**src/rtl/rca_pipe_add.sv**
```systemverilog
// Pipelined ripple-carry adder/subtractor: one BLK-wide ripple block per stage,
// registered carry between stages, valid/ready flow control with global stall.
module rca_pipe_add #(
  parameter int WIDTH = 80,
  parameter int BLK   = 16
) (
  input  logic             clk,
  input  logic             rst,
  input  logic             in_valid,
  output logic             in_ready,
  input  logic [WIDTH-1:0] a,
  input  logic [WIDTH-1:0] b,
  input  logic             cin,
  input  logic             sub,
  output logic             out_valid,
  input  logic             out_ready,
  output logic [WIDTH-1:0] s,
  output logic             cout,
  output logic             ovf
);

  localparam int BLK_SAFE = (BLK < 1) ? 1 : BLK;
  localparam int NBLK     = (WIDTH / BLK_SAFE < 1) ? 1 : WIDTH / BLK_SAFE;

  if ((BLK < 1) || ((WIDTH % BLK_SAFE) != 0) || (WIDTH < BLK_SAFE)) begin : g_param_check
    $error("rca_pipe_add: WIDTH must be a positive multiple of BLK and BLK must be >= 1");
  end

  // Index 0 is the operand capture register; index k+1 is the output of ripple stage k.
  logic             v_reg [0:NBLK];
  logic             c_reg [0:NBLK];
  logic [WIDTH-1:0] a_reg [0:NBLK-1];
  logic [WIDTH-1:0] b_reg [0:NBLK-1];
  logic [WIDTH-1:0] s_reg [1:NBLK];
  logic             ovf_reg;
  logic             en;

  // Whole pipeline advances together; bubbles are held, not collapsed.
  assign en       = !v_reg[NBLK] || out_ready;
  assign in_ready = en;

  always_ff @(posedge clk) begin
    if (rst) begin
      v_reg[0] <= 1'b0;
      c_reg[0] <= 1'b0;
      a_reg[0] <= '0;
      b_reg[0] <= '0;
    end else if (en) begin
      v_reg[0] <= in_valid;
      c_reg[0] <= sub | cin;
      a_reg[0] <= a;
      b_reg[0] <= b ^ {WIDTH{sub}};
    end
  end

  for (genvar gi = 0; gi < NBLK; gi++) begin : g_stage
    logic [BLK_SAFE:0]   blk_sum;
    logic [WIDTH-1:0]    blk_ext;
    logic [WIDTH-1:0]    s_prev;
    logic [WIDTH-1:0]    s_new;

    assign blk_sum = {1'b0, a_reg[gi][BLK_SAFE-1:0]}
                   + {1'b0, b_reg[gi][BLK_SAFE-1:0]}
                   + {{BLK_SAFE{1'b0}}, c_reg[gi]};
    assign blk_ext = WIDTH'(blk_sum[BLK_SAFE-1:0]);

    if (gi == 0) begin : g_first
      assign s_prev = '0;
    end else begin : g_next
      assign s_prev = s_reg[gi];
    end

    // New block enters at the top and earlier blocks shift down, so after the
    // final stage every block sits at its natural position.
    assign s_new = (s_prev >> BLK_SAFE) | (blk_ext << (WIDTH - BLK_SAFE));

    always_ff @(posedge clk) begin
      if (rst) begin
        v_reg[gi+1] <= 1'b0;
        c_reg[gi+1] <= 1'b0;
        s_reg[gi+1] <= '0;
      end else if (en) begin
        v_reg[gi+1] <= v_reg[gi];
        c_reg[gi+1] <= blk_sum[BLK_SAFE];
        s_reg[gi+1] <= s_new;
      end
    end

    if (gi < NBLK - 1) begin : g_pass
      // Pending operand blocks shift down so the next stage always reads bits [BLK-1:0].
      always_ff @(posedge clk) begin
        if (rst) begin
          a_reg[gi+1] <= '0;
          b_reg[gi+1] <= '0;
        end else if (en) begin
          a_reg[gi+1] <= a_reg[gi] >> BLK_SAFE;
          b_reg[gi+1] <= b_reg[gi] >> BLK_SAFE;
        end
      end
    end else begin : g_last
      logic carry_into_msb;
      assign carry_into_msb = a_reg[gi][BLK_SAFE-1] ^ b_reg[gi][BLK_SAFE-1] ^ blk_sum[BLK_SAFE-1];

      always_ff @(posedge clk) begin
        if (rst) begin
          ovf_reg <= 1'b0;
        end else if (en) begin
          ovf_reg <= carry_into_msb ^ blk_sum[BLK_SAFE];
        end
      end
    end
  end

  assign out_valid = v_reg[NBLK];
  assign s         = s_reg[NBLK];
  assign cout      = c_reg[NBLK];
  assign ovf       = ovf_reg;

endmodule

```
**config.mk**
```make
export PLATFORM = sky130hd
export DESIGN_NAME = rca_pipe_add
export DESIGN_NICKNAME = d
export VERILOG_FILES = /design/src/rtl/rca_pipe_add.sv
export SDC_FILE = /design/constraint.sdc
export NUM_CORES = 1
export LEC_CHECK = 0
export CORE_ASPECT_RATIO = 0.7
export CORE_MARGIN = 2
export CORE_UTILIZATION = 49
export CTS_CLUSTER_DIAMETER = 200
export CTS_CLUSTER_SIZE = 12
export DETAILED_ROUTE_END_ITERATION = 16
export PLACE_DENSITY = 0.74
export SYNTH_ARGS = -nofsm -noshare
export SYNTH_HDL_FRONTEND = slang
export SYNTH_SLANG_ARGS = --single-unit
export TNS_END_PERCENT = 5
```
**constraint.sdc**
```tcl
create_clock -name clk -period 14.8 [get_ports clk]
set_input_delay 2.96 -clock clk [delete_from_list [all_inputs] [get_ports clk]]
set_output_delay 2.96 -clock clk [all_outputs]
set_load 0.03 [all_outputs]
```
Yosys cells after proc, flatten, opt, wreduce, memory -nomap -nowiden
Memories as Yosys holds them, arrays and structs flattened.
Cells that the tools add are included.
- flip-flop bits (word level): 1
- memory bits (writable): 1212
- bits of input ports: 166
- output and inout bits: 84
- logic and storage cells: 86
- memories: 5
- add/sub/neg operators: 10
- muxes and demuxes: 32
- bitwise operators: 36
- reductions and logical operators: 2
- memory list (name ; words ; bits a word ; rd ports ; clocked after memory_dff ; write ports ; RTL line ; source):
    a_reg ; 5 ; 80 ; 5 ; 0 ; 5 ; 32 ; logic [WIDTH-1:0] a_reg [0:NBLK-1];
    b_reg ; 5 ; 80 ; 5 ; 0 ; 5 ; 33 ; logic [WIDTH-1:0] b_reg [0:NBLK-1];
    s_reg ; 5 ; 80 ; 5 ; 0 ; 5 ; 34 ; logic [WIDTH-1:0] s_reg [1:NBLK];
    c_reg ; 6 ; 1 ; 6 ; 0 ; 6 ; 31 ; logic c_reg [0:NBLK];
    v_reg ; 6 ; 1 ; 6 ; 0 ; 6 ; 30 ; logic v_reg [0:NBLK];
- operator list (kind ; count):
    80-bit two-way mux ; 15
    64-bit by 80-bit bitwise OR with 80-bit output ; 4
    16-bit by 16-bit adder with 17-bit output ; 5
    17-bit by 1-bit adder with 17-bit output ; 5
    80-bit XOR ; 1
    1-bit bitwise OR ; 28
    1-bit two-way mux ; 17
    1-bit XOR ; 3
    1-bit zero test ; 1
    1-bit logical OR ; 1

Longest topological paths before layout
Gate-level depths: netlist of run 1.
An unclocked memory read counts as a cell.
- depth in word-level cells: 7
- mapped depth: 10
- gate-level depth less buffers: 10

Least setup slack after synthesis of run 1
No wires, ideal clock.
- path kind: input port to flip-flop
- from: in out_ready
- to: mem a_reg[0][0], enable pin
- setup time: 0.801 ns
- arrival: 12.053 ns
- data required time: 13.999 ns
- path slack: 1.946 ns
- cell stages on the path: 2
- buffers on the path: 0
- path through: nand2b_1 > or2_2
- RTL lines (what ; RTL line ; source):
    from (decl) ; 16 ; input logic out_ready,
    to (decl) ; 32 ;

Worst setup path in the final report of run 1
- from: in out_ready
- to: out in_ready
- word-level cells in the longest chain between the ends: 1
- ends and longest elaborated chain (what ; RTL line ; source):
    1-bit logical OR ; 39 ; assign en = !v_reg[NBLK] || out_ready;
    to (decl) ; 10 ; output logic in_ready,
No other way between the ends.

==> reports/results.ini, run 1 <==
[route]
wl_per_cell_um = 15.5
ant_nets = 0
via_per_inst = 4.92
initialDrtViolationCount = 1134
wirelength_mm = 49.7
route.detailed.drc = 0
drtPass1Iterations = 6
vias = 15700

[pwr]
power_density_mw_per_mm2 = 116
p_total_mw = 4.20
peakVddDrop_mv = 0.0610
p_leak_nw = 14.7

[timing]
finalSetupViolCount = 0
rsz0062_at_grt = no
setup_slack_ns = 7.53
period_needed_ns = 7.27
worst-slew-pin-transition_ns = 1.29
min_period_over_period_pct = 49.1
finClkSkew_ns = 0.0197
slew_headroom_pct = 13.7
fmax_mhz = 138
drv_slew = 0
setup_tns_ns = 0
hold_viol = 0

[clocking]
ctsHoldBuffers = 0
clock-sinks = 733
numCtsBuffers = 71
clock_latency_ns = 0.59
ctsResizeCount = 0
htree_levels = 3
cts_tree = done
cts_buffer_depth = 3
postCtsSetupBuffers = 0
clk_pin_slew_worst_paths_ns = 0.06
clock-root-buffer = clkbuf_16

[setup_path]
slowest_delay_ns = 0.71
cpMostUsedCell = clkdlybuf4s50_1
slowest_stage = clkdlybuf4s50_1
cp_top_family = buffers and inverters
regToRegStartpoint = v_reg[5]
cp-end-kind = output port
required_ns = 11.84
r2r_end = a_reg[1][24]
path_depth = 3
r2r_setup_slack_ns = 11.01
crit_start = out_ready
cp.buffers_inverters = 2
path_cells = clkdlybuf4s50_1, nand2b_1, clkdlybuf4s50_1
worstSetupPathType = in -> out
crit_fanout = 4
crit_end = in_ready
worst_ep_arrival_time_ns = 4.31
reg2reg_depth = 4
start_kind = input port

[finish]
area_growth_syn_to_layout_pct = 16.7
drive_above_1_share_pct = 4.60
num-nets-final = 2605
diodes = 0
final_cell_mix = 732 x edfxtp_1, 575 x and2_1, 248 x clkdlybuf4s50_1
nFillCells = 4816
final_common_cell = edfxtp_1
final_cells = 3196

[die]
fp.coreArea_mm2 = 0.0628
row_count = 77
die_x_um = 305
floorplan.initialDensity_pct = 49.3
dieArea_mm2 = 0.0653
boundaryPins = 250
fp.dieH_um = 214

[synthesis]
synth.distinct_cells = 69
yosysWarningCount = 0
synth_edf_count = 732
ys_ff_latch = 733
synth-async-reset-ratio_pct = 0
syn_inst = 2117
syn_area_per_cell_um2 = 14.6
syn_area_mm2 = 0.0310
ys_seq_area_share_pct = 71.0
ys.flop_type = edfxtp_1
syn_nets = 2368

[placement]
gp_congestion = 0.846
port_buffers = 249
pre_cts_slack_ns = 7.53
dp_hpwl_mm = 30.8
dp_cells = 3110

[grt]
antenna_found_initial = 0
grt_pass1_wl_mm = 81.0
grt_usage_pct = 15.4
grt_pass1_vias = 15600
grt_max_degree = 329
grt_overflow = 0

[outcome]
status = complete, no violations

[job]
maxCapViolCount = 0

[hold_path]
hold_path.class = reg -> reg

## final cells by class
class	count	area [µm²]	area share [%]
flip-flops and latches	733	22000	60.9
repair buffers	260	2610	7.22
well taps	829	1040	2.87
clock inverters	5	53.8	0.149
inverters	25	93.8	0.260
clock buffers	81	1840	5.08
multi-input cells	1263	8520	23.6
## power by group
group	internal (mW)	switching [mW]	total [mW]
Sequential	2.37	0.0218	2.39
Clock	0.871	0.696	1.57
Combinational	0.121	0.122	0.243
## cells in the mapped netlist (3+ instances only)
cell	n	area share, %
nand2_1	32	0.39
nand4_1	5	0.10
a31oi_1	8	0.16
and3_1	5	0.10
a21oi_1	47	0.76
buf_1	8	0.097
a21o_1	27	0.65
clkbuf_1	84	1.0
nor2b_1	12	0.24
nand2b_1	14	0.28
o211ai_1	3	0.073
xnor2_1	106	3.0
a211oi_1	10	0.24
o21bai_1	5	0.12
o2111ai_1	4	0.11
or3_1	5	0.10
nor3b_1	5	0.12
o21ai_0	30	0.48
edfxtp_1	732	71
nand3_1	12	0.19
and2_1	575	12
o31ai_1	5	0.12
mux2i_1	3	0.097
nor3_1	17	0.27
o21a_1	13	0.31
o31ai_4	3	0.21
nor2_1	164	2.0
ha_1	75	3.0
fa_1	10	0.65
xor2_1	21	0.59
a2111oi_0	3	0.085
nor4_1	4	0.081
inv_1	25	0.30
## worst reg2reg max path, stage by stage, from the launching register on
cell	delay, ns
edfxtp_1	0.43
nand2b_1	0.20
or2_4	0.78
buf_4	0.88
buf_4	1.05
## worst min-delay path by stage
stage                             from           to  slack (ns)  cells after the start
after floorplan           a_reg[0][16]  a_reg[1][0]        0.50                      1
after global placement             ovf          ovf        0.47                      2
after detailed placement           ovf          ovf        0.47                      2
after CTS                          ovf          ovf        0.48                      2
after global routing               ovf          ovf        0.51                      2
final                              ovf          ovf        0.47                      2
## stage by stage
stage | utilization, % | hold WS, ns | cell area, µm²
6_report | 57.6 | 0.473 | 36200
5_1_grt | 57.6 | 0.514 | 36200
4_1_cts | 57.6 | 0.479 | 36200
3_5_place_dp | 54.5 | 0.470 | 34300
3_3_place_gp | 54.5 | 0.467 | 34300
2_1_floorplan | - | 0.497 | 31000
## cells by family after synthesis
logic type / Yosys count / synth area share (%)
simple gates: 858 / 15.7
flops: 733 / 71.0
compound gates: 190 / 4.39
xor+xnor: 127 / 3.59
buf+inv: 121 / 1.54
fa+ha+maj: 85 / 3.68
mux: 3 / 0.0969
## layer usage
metal  track usage, %  part of all wire, %
met1             21.6                   46
met2             23.7                   46
met3             3.71                  5.6
met4             5.43                  2.6
met5                0                    0
Power figures use the tool's default switching activity.
==> run 2, diff against run 1 <==
Settings changed: PLACE_DENSITY 0.74 to 0.77.
Clock period 14.8 ns to 6.1 ns, I/O delays scaled along.
==> run 2 against run 1 <==
Net effect:
- largest cell class unchanged
- combinational power increased by 150%
- critical path depth stayed put
- register-to-register slack worse by 8.1 ns
- via count grew 2.1%
- count of clock-buffer cells in the layout is 2 higher
- global-route usage rose by 0.75 points
- cell count increased by 0.44%
- sequential cell count stayed put
- power is 140% higher
- highest routed layer unchanged
- routed wire length rose by 4.6%
- setup slack worse by 5.2 ns
- clock power is 140% higher
==> reports/results.ini, run 2 (synthesis gave the netlist of run 1 again) <==
[route]
wl_per_cell_um = 16.2
ant_nets = 0
vias = 16100
initialDrtViolationCount = 1242
wirelength_mm = 51.9
route.detailed.drc = 0
via_per_inst = 5.01
drtPass1Iterations = 5

[clocking]
cts_tree = done
htree_levels = 3
ctsHoldBuffers = 0
numCtsBuffers = 71
clock_latency_ns = 0.59
clk_pin_slew_worst_paths_ns = 0.06
ctsResizeCount = 0
postCtsSetupBuffers = 0
clock-sinks = 733
cts_buffer_depth = 3
clock-root-buffer = clkbuf_16

[finish]
final_cell_mix = 732 x edfxtp_1, 575 x and2_1, 248 x clkdlybuf4s50_1
drive_above_1_share_pct = 5.21
diodes = 0
fin_util_pct = 57.9
area_growth_syn_to_layout_pct = 17.5
post-route-cell-area_mm2 = 0.0364
num-nets-final = 2618
final_common_cell = edfxtp_1

[setup_path]
r2r_setup_slack_ns = 2.89
worst_ep_arrival_time_ns = 2.50
reg2reg_depth = 9
required_ns = 4.88
start_kind = input port
cp-end-kind = output port
slowest_delay_ns = 0.67
worstSetupPathType = in -> out
slowest_stage = clkdlybuf4s50_1
crit_fanout = 4
path_cells = clkdlybuf4s50_1, nand2b_4, clkdlybuf4s50_1
cpMostUsedCell = clkdlybuf4s50_1

[timing]
rsz0062_at_grt = no
finalSetupViolCount = 0
worst-slew-pin-transition_ns = 1.15
min_period_over_period_pct = 61.0
hold_slack_ns = 0.494
finClkSkew_ns = 0.0187
period_needed_ns = 3.72
hold_viol = 0
fmax_mhz = 269
slew_headroom_pct = 22.9
drv_slew = 0

[grt]
antenna_found_initial = 0
grt_pass1_wl_mm = 84.4
grt_usage_pct = 16.2
grt_max_degree = 139
grt_pass1_vias = 16300
grt_overflow = 0

[hold_path]
whs_path_depth = 2
hold_path.class = reg -> reg

[pwr]
p_leak_nw = 14.8
power_density_mw_per_mm2 = 282
p_total_mw = 10.2
peakVddDrop_mv = 0.183

[outcome]
status = complete, no violations

[die]
die_x_um = 305
row_count = 77
boundaryPins = 250
fp.coreArea_mm2 = 0.0628
fp.dieH_um = 214
dieArea_mm2 = 0.0653
floorplan.initialDensity_pct = 49.3

[placement]
postPlaceCellArea_mm2 = 0.0345
gp_congestion = 0.873
port_buffers = 249
dp_hpwl_mm = 33.6

[job]
maxCapViolCount = 0

==> run 2: cell count changes in the layout (fill, tap and decap cells not counted) <==
cell | previous run | this run
buf_12 | 3 | 11
nand2b_4 | 1 | 2
clkbuf_16 | 72 | 74
buf_4 | 9 | 14
inv_6 | 3 | 2
nand2b_1 | 13 | 12
==> run 2: final cells by class <==
| class | count | area [µm²] |
|---|---|---|
| sequential | 733 | 22000 |
| timing repair buffer | 273 | 2810 |
| clock inverter | 4 | 45.0 |
| clock buffer | 83 | 1890 |
| fill | 4685 | 26400 |
| inverter | 25 | 93.8 |
| multi-input combinational | 1263 | 8530 |
| tap | 829 | 1040 |
==> run 2: metrics by stage <==
step	cells	worst slack, ns	setup TNS, ns
2_1_floorplan	2117	-1.07	-785.84
3_3_place_gp	3123	2.34	0
3_5_place_dp	3123	2.30	0
4_1_cts	3210	2.37	0
5_1_grt	3210	2.34	0
6_report	3210	2.38	0
==> run 2: critical path: cells and delay by family <==
kind          cells  cell delay [ns]
buf+inv           2             1.13
simple gates      1             0.15
==> run 2: worst paths after layout <==
check | start | to
min reg2reg | ovf | ovf
min | ovf | ovf
max | out_ready | in_ready
max reg2reg | a_reg[1][0] | s_reg[0][236]
==> run 2: where the power goes <==
part	total [mW]	leakage [nW]	internal (mW)	switching [mW]
Sequential	5.80	8.80	5.75	0.0558
Combinational	0.599	5.08	0.298	0.301
Clock	3.84	0.945	2.16	1.68
==> run 2: routing by layer <==
layer	up-vias	wire (µm)	GRT usage, %
met2	391	24100	25.2
met1	7640	24000	22.8
li1	7939	-	-
met3	99	2590	3.33
met5	-	0	0
met4	0	1230	5.50
==> run 3, diff against run 2 <==
Settings changed: PLACE_DENSITY 0.77 to 0.74.
Clock period 6.1 ns to 3.8 ns, I/O delays scaled along.
==> run 3 against run 2 <==
Net effect:
- clock skew up 0.0022 ns
- combinational power rose by 62%
- via count fell by 0.31%
- first-iteration DRC count is 10% lower
- critical endpoint is now s_reg[0][236]
- setup slack worse by 1.6 ns
==> reports/results.ini, run 3 (synthesis gave the netlist of run 1 again) <==
[route]
via_per_inst = 4.97
ant_nets = 0
initialDrtViolationCount = 1113
drtPass1Iterations = 5
wirelength_mm = 51.4
vias = 16000
wl_per_cell_um = 16.0
route.detailed.drc = 0

[clocking]
cts_buffer_depth = 3
clock-root-buffer = clkbuf_16
clk_pin_slew_worst_paths_ns = 0.06
htree_levels = 3
ctsHoldBuffers = 0
clock_latency_ns = 0.60
postCtsSetupBuffers = 0
clock-sinks = 733
numCtsBuffers = 71
cts_tree = done
ctsResizeCount = 0

[timing]
slew_headroom_pct = 42.8
period_needed_ns = 3.06
hold_viol = 0
setup_tns_ns = 0
worst-slew-pin-transition_ns = 0.858
min_period_over_period_pct = 80.7
rsz0062_at_grt = no
drv_slew = 0
hold_slack_ns = 0.504
setup_slack_ns = 0.735
finClkSkew_ns = 0.0209
finalSetupViolCount = 0
fmax_mhz = 326

[finish]
final_cell_mix = 732 x edfxtp_1, 575 x and2_1, 248 x clkdlybuf4s50_1
final_common_cell = edfxtp_1
post-route-cell-area_mm2 = 0.0366
diodes = 0
drive_above_1_share_pct = 5.72
multi_input_area_mm2 = 0.00853
regArea_mm2 = 0.0220
nFillCells = 4742
num-nets-final = 2630
area_growth_syn_to_layout_pct = 18.0

[setup_path]
cp.buffers_inverters = 0
cp_top_family = compound AO/OA/AOI/OAI gates
required_ns = 4.14
reg2reg_depth = 9
slowest_stage = fa_1
slowest_delay_ns = 0.48
r2r_setup_slack_ns = 0.74
crit_fanout = 3
cp-end-kind = flop
worstSetupPathType = reg -> reg
path_cells = fa_1, fa_1, a21oi_2, o21bai_2, a2111oi_4, nor3_2, a2111oi_2, xor2_1, nor2_1
r2r_end = s_reg[0][236]
start_kind = flop
cpMostUsedCell = fa_1
regToRegStartpoint = a_reg[1][0]
worst_ep_arrival_time_ns = 3.40

[die]
boundaryPins = 250
fp.dieH_um = 214
floorplan.initialDensity_pct = 49.3
row_count = 77
dieArea_mm2 = 0.0653
fp.coreArea_mm2 = 0.0628
die_x_um = 305

[pwr]
p_switching_mw = 3.35
peakVddDrop_mv = 0.267
swShare_pct = 20.3
clockPowerShare_pct = 37.6
cell_internal_pwr_mw = 13.1
seqPwrFrac_pct = 56.5
combinationalPowerShare_pct = 5.9
p_leak_nw = 14.9
power_density_mw_per_mm2 = 451

[hold_path]
holdCritStartpoint = ovf
hold_path.class = reg -> reg
whs_path_depth = 2
holdPathEnd = ovf

[placement]
postPlaceCellArea_mm2 = 0.0346
pre_cts_slack_ns = 0.762
port_buffers = 249
gp_congestion = 0.858
dp_hpwl_mm = 33.9

[grt]
antenna_found_initial = 0
grt_max_degree = 129
grt_pass1_wl_mm = 84.0
grt_usage_pct = 16.1
grt_overflow = 0
grt_pass1_vias = 16100

[job]
maxCapViolCount = 0

[outcome]
status = complete, no violations

-- run 3: power by group through the flow --
stage / logic, mW / registers, mW / clock network, mW
2_1_floorplan: 0.562 / 9.49 / 0
3_3_place_gp: 0.945 / 9.48 / 0
3_5_place_dp: 0.974 / 9.49 / 0
4_1_cts: 0.982 / 9.32 / 6.37
5_1_grt: 1.08 / 9.35 / 6.68
6_report: 0.972 / 9.31 / 6.19
-- run 3: worst register-to-register path: stages, from the launching register on --
cell and delay, ns:
edfxtp_1 0.41, fa_1 0.48, fa_1 0.47, a21oi_2 0.16, o21bai_2 0.13, a2111oi_4 0.43
nor3_2 0.10, a2111oi_2 0.37, xor2_1 0.19, nor2_1 0.06
-- run 3: per-layer routing --
layer | track usage, % | routed length [µm] | vias up | share of wire [%]
met5 | 0 | 0 | - | 0
met4 | 4.49 | 1150 | 0 | 2.2
met3 | 3.42 | 2500 | 83 | 4.9
met2 | 25.5 | 24100 | 365 | 47
met1 | 22.5 | 23700 | 7586 | 46
li1 | - | - | 7985 | -
-- run 3: stage by stage --
stage               cells  util, %  total power, mW
floorplan            2117        -             10.1
global placement     3135     55.1             10.4
detailed placement   3135     55.1             10.5
CTS                  3223     58.2             16.7
global route         3223     58.2             17.1
finish               3223     58.2             16.5
-- run 3: final cells by class --
cell class / count / area share, %
sequential: 733 / 60.2
multi-input combinational: 1263 / 23.3
tap: 829 / 2.84
timing repair buffer: 285 / 8.10
clock inverter: 7 / 0.267
clock buffer: 81 / 5.02
inverter: 25 / 0.257
-- run 3: worst max path at each step --
stage	startpoint	end	slack [ns]	cells after the start
floorplan	out_ready	a_reg[0][0]	-2.91	2
global placement	a_reg[1][0]	s_reg[0][236]	0.73	9
detailed placement	a_reg[1][0]	s_reg[0][236]	0.76	9
CTS	a_reg[1][0]	s_reg[0][236]	0.72	9
global route	a_reg[1][0]	s_reg[0][236]	0.56	9
finish	a_reg[1][0]	s_reg[0][236]	0.74	9
==> patch 1: new RTL, config.mk and constraints of run 3 <==
Register the output `ovf` once more, with the module's reset; this adds one clock of latency there. The other outputs are not delayed to match.
--- a/src/rtl/rca_pipe_add.sv
+++ b/src/rtl/rca_pipe_add.sv
@@ -115,5 +115,11 @@
   assign s         = s_reg[NBLK];
   assign cout      = c_reg[NBLK];
-  assign ovf       = ovf_reg;
+  always_ff @(posedge clk) begin
+    if (rst) begin
+      ovf <= '0;
+    end else begin
+      ovf <= ovf_reg;
+    end
+  end
 
 endmodule
Check against the original RTL: not settled (the Yosys comparison gave no result); the edit may change what the design does.
==> patch 1 against run 3 <==
Critical path depth grew 2; area after synthesis down 0.34%; die area is 0.34% lower; worst setup slack improved by 0.077 ns; final area fell by 0.26%; clock power fell by 2%; sequential power about the same; largest power group unchanged; global-route usage decreased by 0.43 points; wire length down 2.7%; count of clock-buffer cells in the layout is 4 lower; power fell by 0.74%; critical endpoint is now s_reg[0][156]$_SDFFCE_PN0P_; sequential cell count up 1; via count increased by 0.14%.
==> patch 1: results (changes against run 3) <==
Syn_nets: 2366 (-0.084%)
Hold WS: 0.4783 ns (-0.02616 ns)
Vias: 16040 (+0.14%)
Critical Path AT: 3.32 ns (-0.08 ns)
RePlAce Congestion: 0.8519 (-0.68%)
Status: complete, no violations
NetSw: 3.260 mW (-2.6%)
Nets: 2629 (-0.038%)
Slew headroom: 0.5858 (+0.1579)
Min-Delay Endpoint: ovf$_SDFF_PP0_
DR iter-0 viols: 1084 (-2.6%)
Largest net degree at the start of global routing: 150 (+16%)
WL met1: 22.88 mm (-3.4%)
Total wire length: 50.05 mm (-2.7%)
Netlist cell types: 59 (-14%)
Initial antenna violation count: 2 (+2)
Detailed Routing Iterations Pass 1: 6 (+1)
R2r endpoint: s_reg[0][156]$_SDFFCE_PN0P_
Launching point of the worst reg2reg path: b_reg[0][0]$_SDFFCE_PN0P_
Hold depth: 1 (-1)
HPWL after DPL: 32.45 mm (-4.2%)
Flop pwr share: 0.570 (+0.005)
Total GRT Usage: 0.1562 (-0.004327)
Metal2 WL: 23.06 mm (-4.3%)
Synth warn: 0 (unchanged)
Synth area leaders: edfxtp_1, and2_1, xnor2_1
VDD IR max: 0.2839 mV (+6.1%)
H-tree levels: 3 (unchanged)
Top cells by count, synth: edfxtp_1, and2_1, nor2_1
P_comb: 0.952 mW (-2%)
Flop2flop setup slack: 0.81 ns (+0.08 ns)
Register area share after synthesis: 0.7132 (+0.003095)
Hold_sp: ovf_reg$_SDFFE_PP0N_
Layout cell share with drive strength beyond 1: 0.05153 (-0.005697)
R2R depth: 11 (+2)
CP max stage delay: 0.40 ns (-0.08 ns)
First-pass GRT wire length: 81.59 mm (-2.9%)
CTS resizes: 0 (unchanged)
Min-Delay Path Class: reg -> reg
Met3 Routed Length: 2.517 mm (+0.68%)
Leakage power: 14.95 nW (+0.32%)
Clock Skews: 0.02044 ns (-0.0004281 ns)
Dpl cell area: 34580 µm² (-0.11%)
==> patch 1: logic make-up after synthesis <==
| logic type | Yosys count | share of synthesized area |
|---|---|---|
| and+or+nand+nor | 852 | 0.1558 |
| DFF | 734 | 0.7132 |
| AOI/OAI and AO/OA | 189 | 0.04081 |
| xor gates and xnor gates | 136 | 0.03858 |
| buffers and inverters | 118 | 0.01435 |
| adders and majority gates | 85 | 0.03688 |
| muxes | 1 | 0.0003242 |
==> patch 1: layer usage <==
metal,track usage,vias to the layer above
li1,-,7951
met1,0.2187,7624
met2,0.2419,356
met3,0.03311,111
met4,0.05920,0
met5,0,-
==> patch 1: final cells by class <==
| class | count | area [µm²] |
|---|---|---|
| multi-input cells | 1263 | 8436 |
| diodes | 1 | 2.502 |
| repair buffers | 283 | 3008 |
| well taps | 819 | 1025 |
| fillers | 4669 | 25440 |
| inverters | 25 | 93.84 |
| clock inverters | 5 | 53.80 |
| clock buffers | 77 | 1821 |
| flip-flops and latches | 734 | 22020 |
==> patch 1: metrics by stage <==
step | setup TNS, ns | cells | setup slack, ns
6_report | 0 | 3207 | 0.8117
5_1_grt | 0 | 3206 | 0.7548
4_1_cts | 0 | 3206 | 0.8282
3_5_place_dp | 0 | 3124 | 0.8264
3_3_place_gp | 0 | 3124 | 0.8216
2_1_floorplan | -1857.73 | 2115 | -2.538
==> patch 1: worst max path at each step <==
stage | end | slack (ns) | cells past startpoint
6_report | s_reg[0][156]$_SDFFCE_PN0P_ | 0.81 | 11
5_1_grt | s_reg[0][156]$_SDFFCE_PN0P_ | 0.75 | 11
4_1_cts | in_ready | 0.83 | 4
3_5_place_dp | in_ready | 0.83 | 4
3_3_place_gp | in_ready | 0.82 | 4
2_1_floorplan | a_reg[0][0]$_SDFFCE_PN0P_ | -2.54 | 2
==> patch 2: new RTL, flow settings as in run 3 <==
Made on the original files. Change the parameter `BLK` from 16 to 8.
--- a/src/rtl/rca_pipe_add.sv
+++ b/src/rtl/rca_pipe_add.sv
@@ -3,5 +3,5 @@
 module rca_pipe_add #(
   parameter int WIDTH = 80,
-  parameter int BLK   = 16
+  parameter int BLK   = 8
 ) (
   input  logic             clk,
Check against the original RTL: not settled (the Yosys comparison gave no result); the edit may change what the design does.
==> patch 2 against run 3 <==
Area after synthesis is 71% higher; highest routed layer unchanged; sequential cell count up 610; wire length is 56% higher; final area up 67%; critical path type is now in -> out; combinational power decreased by 15%; worst setup slack better by 0.26 ns; fmax rose by 9.2%; power is 69% higher.
==> patch 2: results (changes against run 3) <==
DR iter-0 viols: 1931 (+73%)
Clock Skews: 0.03458 ns (+0.01371 ns)
Slew headroom: 0.5302 (+0.1023)
HPWL after DPL: 50.67 mm (+50%)
FILL cells: 8160 (+72%)
Family with the most delay on the worst path: buffers and inverters
Leakage power: 25.10 nW (+68%)
Worst-Skew Late Latency: 0.74 ns (+0.14 ns)
Vias per inst: 4.730 (-4.8%)
Clock root cell: clkbuf_16
CTS buffer count: 121 (+70%)
Synth area leaders: edfxtp_1, and2_1, ha_1
Share of flip-flops with an asynchronous set or reset: 0 (unchanged)
H-tree levels: 3 (unchanged)
Nets: 3892 (+48%)
CTS resizes: 0 (unchanged)
Initial antenna violation count: 7 (+7)
Launching point of the worst reg2reg path: c_reg[7]$_DFFE_PP_
Netlist cell types: 43 (-38%)
Longest Clk Path Bufs: 3 (unchanged)
Hold_sp: b_reg[1][113]$_SDFFCE_PN0P_
Pre-CTS WS: 0.9063 ns (+0.1440 ns)
CP max stage delay: 0.68 ns (+0.20 ns)
Number of global-route vias before repair: 23560 (+47%)
Critical Path Start: out_ready
Slowest cell on crit path: clkdlybuf4s50_1
Syn_nets: 3601 (+52%)
Drt wl/cell: 15.75 µm (-1.2%)
First-pass GRT wire length: 129.0 mm (+54%)
Top cells by count, synth: edfxtp_1, and2_1, nor2_1
Min-Delay Path Class: reg -> reg
Register area share after synthesis: 0.7604 (+0.05026)
Critical Path AT: 2.05 ns (-1.35 ns)
Post-synthesis cell count: 3345 (+58%)
Layout cell share with drive strength beyond 1: 0.06106 (+0.003836)
Placed Cells: 4941 (+58%)
CP max FO: 4 (+1)
ANT cells: 0 (unchanged)
Largest net degree at the start of global routing: 210 (+63%)
VDD IR max: 0.4201 mV (+57%)
RePlAce Congestion: 0.7629 (-11%)
Dpl cell area: 57650 µm² (+67%)
Post-route insts no fill: 5080 (+58%)
Setup Fix Bufs, Post-CTS: 0 (unchanged)
Status: complete, no violations
Total GRT Usage: 0.1470 (-0.01348)
Synth warn: 0 (unchanged)
Reg clk slew, reported paths: 0.06 ns (about the same)
Detailed Routing Iterations Pass 1: 5 (unchanged)
Port bufs: 249 (unchanged)
Critical Path Source Type: input port
EDFF count, synth: 1342 (+83%)
## patch 2: worst paths after layout
kind	endpoint	slack [ns]	depth (start not counted)
worst max register to register	c_reg[8]$_SDFFCE_PN0P_	1.05	7
worst min register to register	b_reg[2][25]$_SDFFCE_PN0P_	0.49	1
worst min-delay path	b_reg[2][25]$_SDFFCE_PN0P_	0.49	1
worst max-delay path	in_ready	0.99	3
## patch 2: final cells by class
type | count | area, µm² | share of cell area
tap | 1428 | 1787 | 0.02936
inverter | 49 | 183.9 | 0.003022
sequential | 1343 | 40320 | 0.6625
clock inverter | 6 | 116.4 | 0.001912
multi-input combinational | 1792 | 11860 | 0.1948
timing repair buffer | 329 | 3503 | 0.05756
clock buffer | 133 | 3094 | 0.05084
## patch 2: report_power, final
| group | leakage [nW] | switching (mW) | internal, mW |
|---|---|---|---|
| logic | 7.20 | 0.416 | 0.412 |
| registers | 16.3 | 0.0808 | 16.5 |
| clock network | 1.56 | 4.85 | 5.68 |
| total | 25.1 | 5.35 | 22.6 |
## patch 2: kinds of logic after synthesis
family	count (synthesis)	synth area share
and+or+nand+nor	1439	0.1614
DFF	1343	0.7604
buffers and inverters	210	0.01626
AOI/OAI and AO/OA	157	0.02015
xor gates and xnor gates	98	0.01619
adders and majority gates	90	0.02407
muxes	8	0.001510
## patch 2: metal layers
metal / up-vias / global-route usage / wire length [µm]
li1: 12220 / - / -
met5: - / 0 / 0
met2: 411 / 0.2080 / 34200
met3: 138 / 0.02988 / 3515
met1: 11260 / 0.2289 / 40410
met4: 0 / 0.04468 / 1907
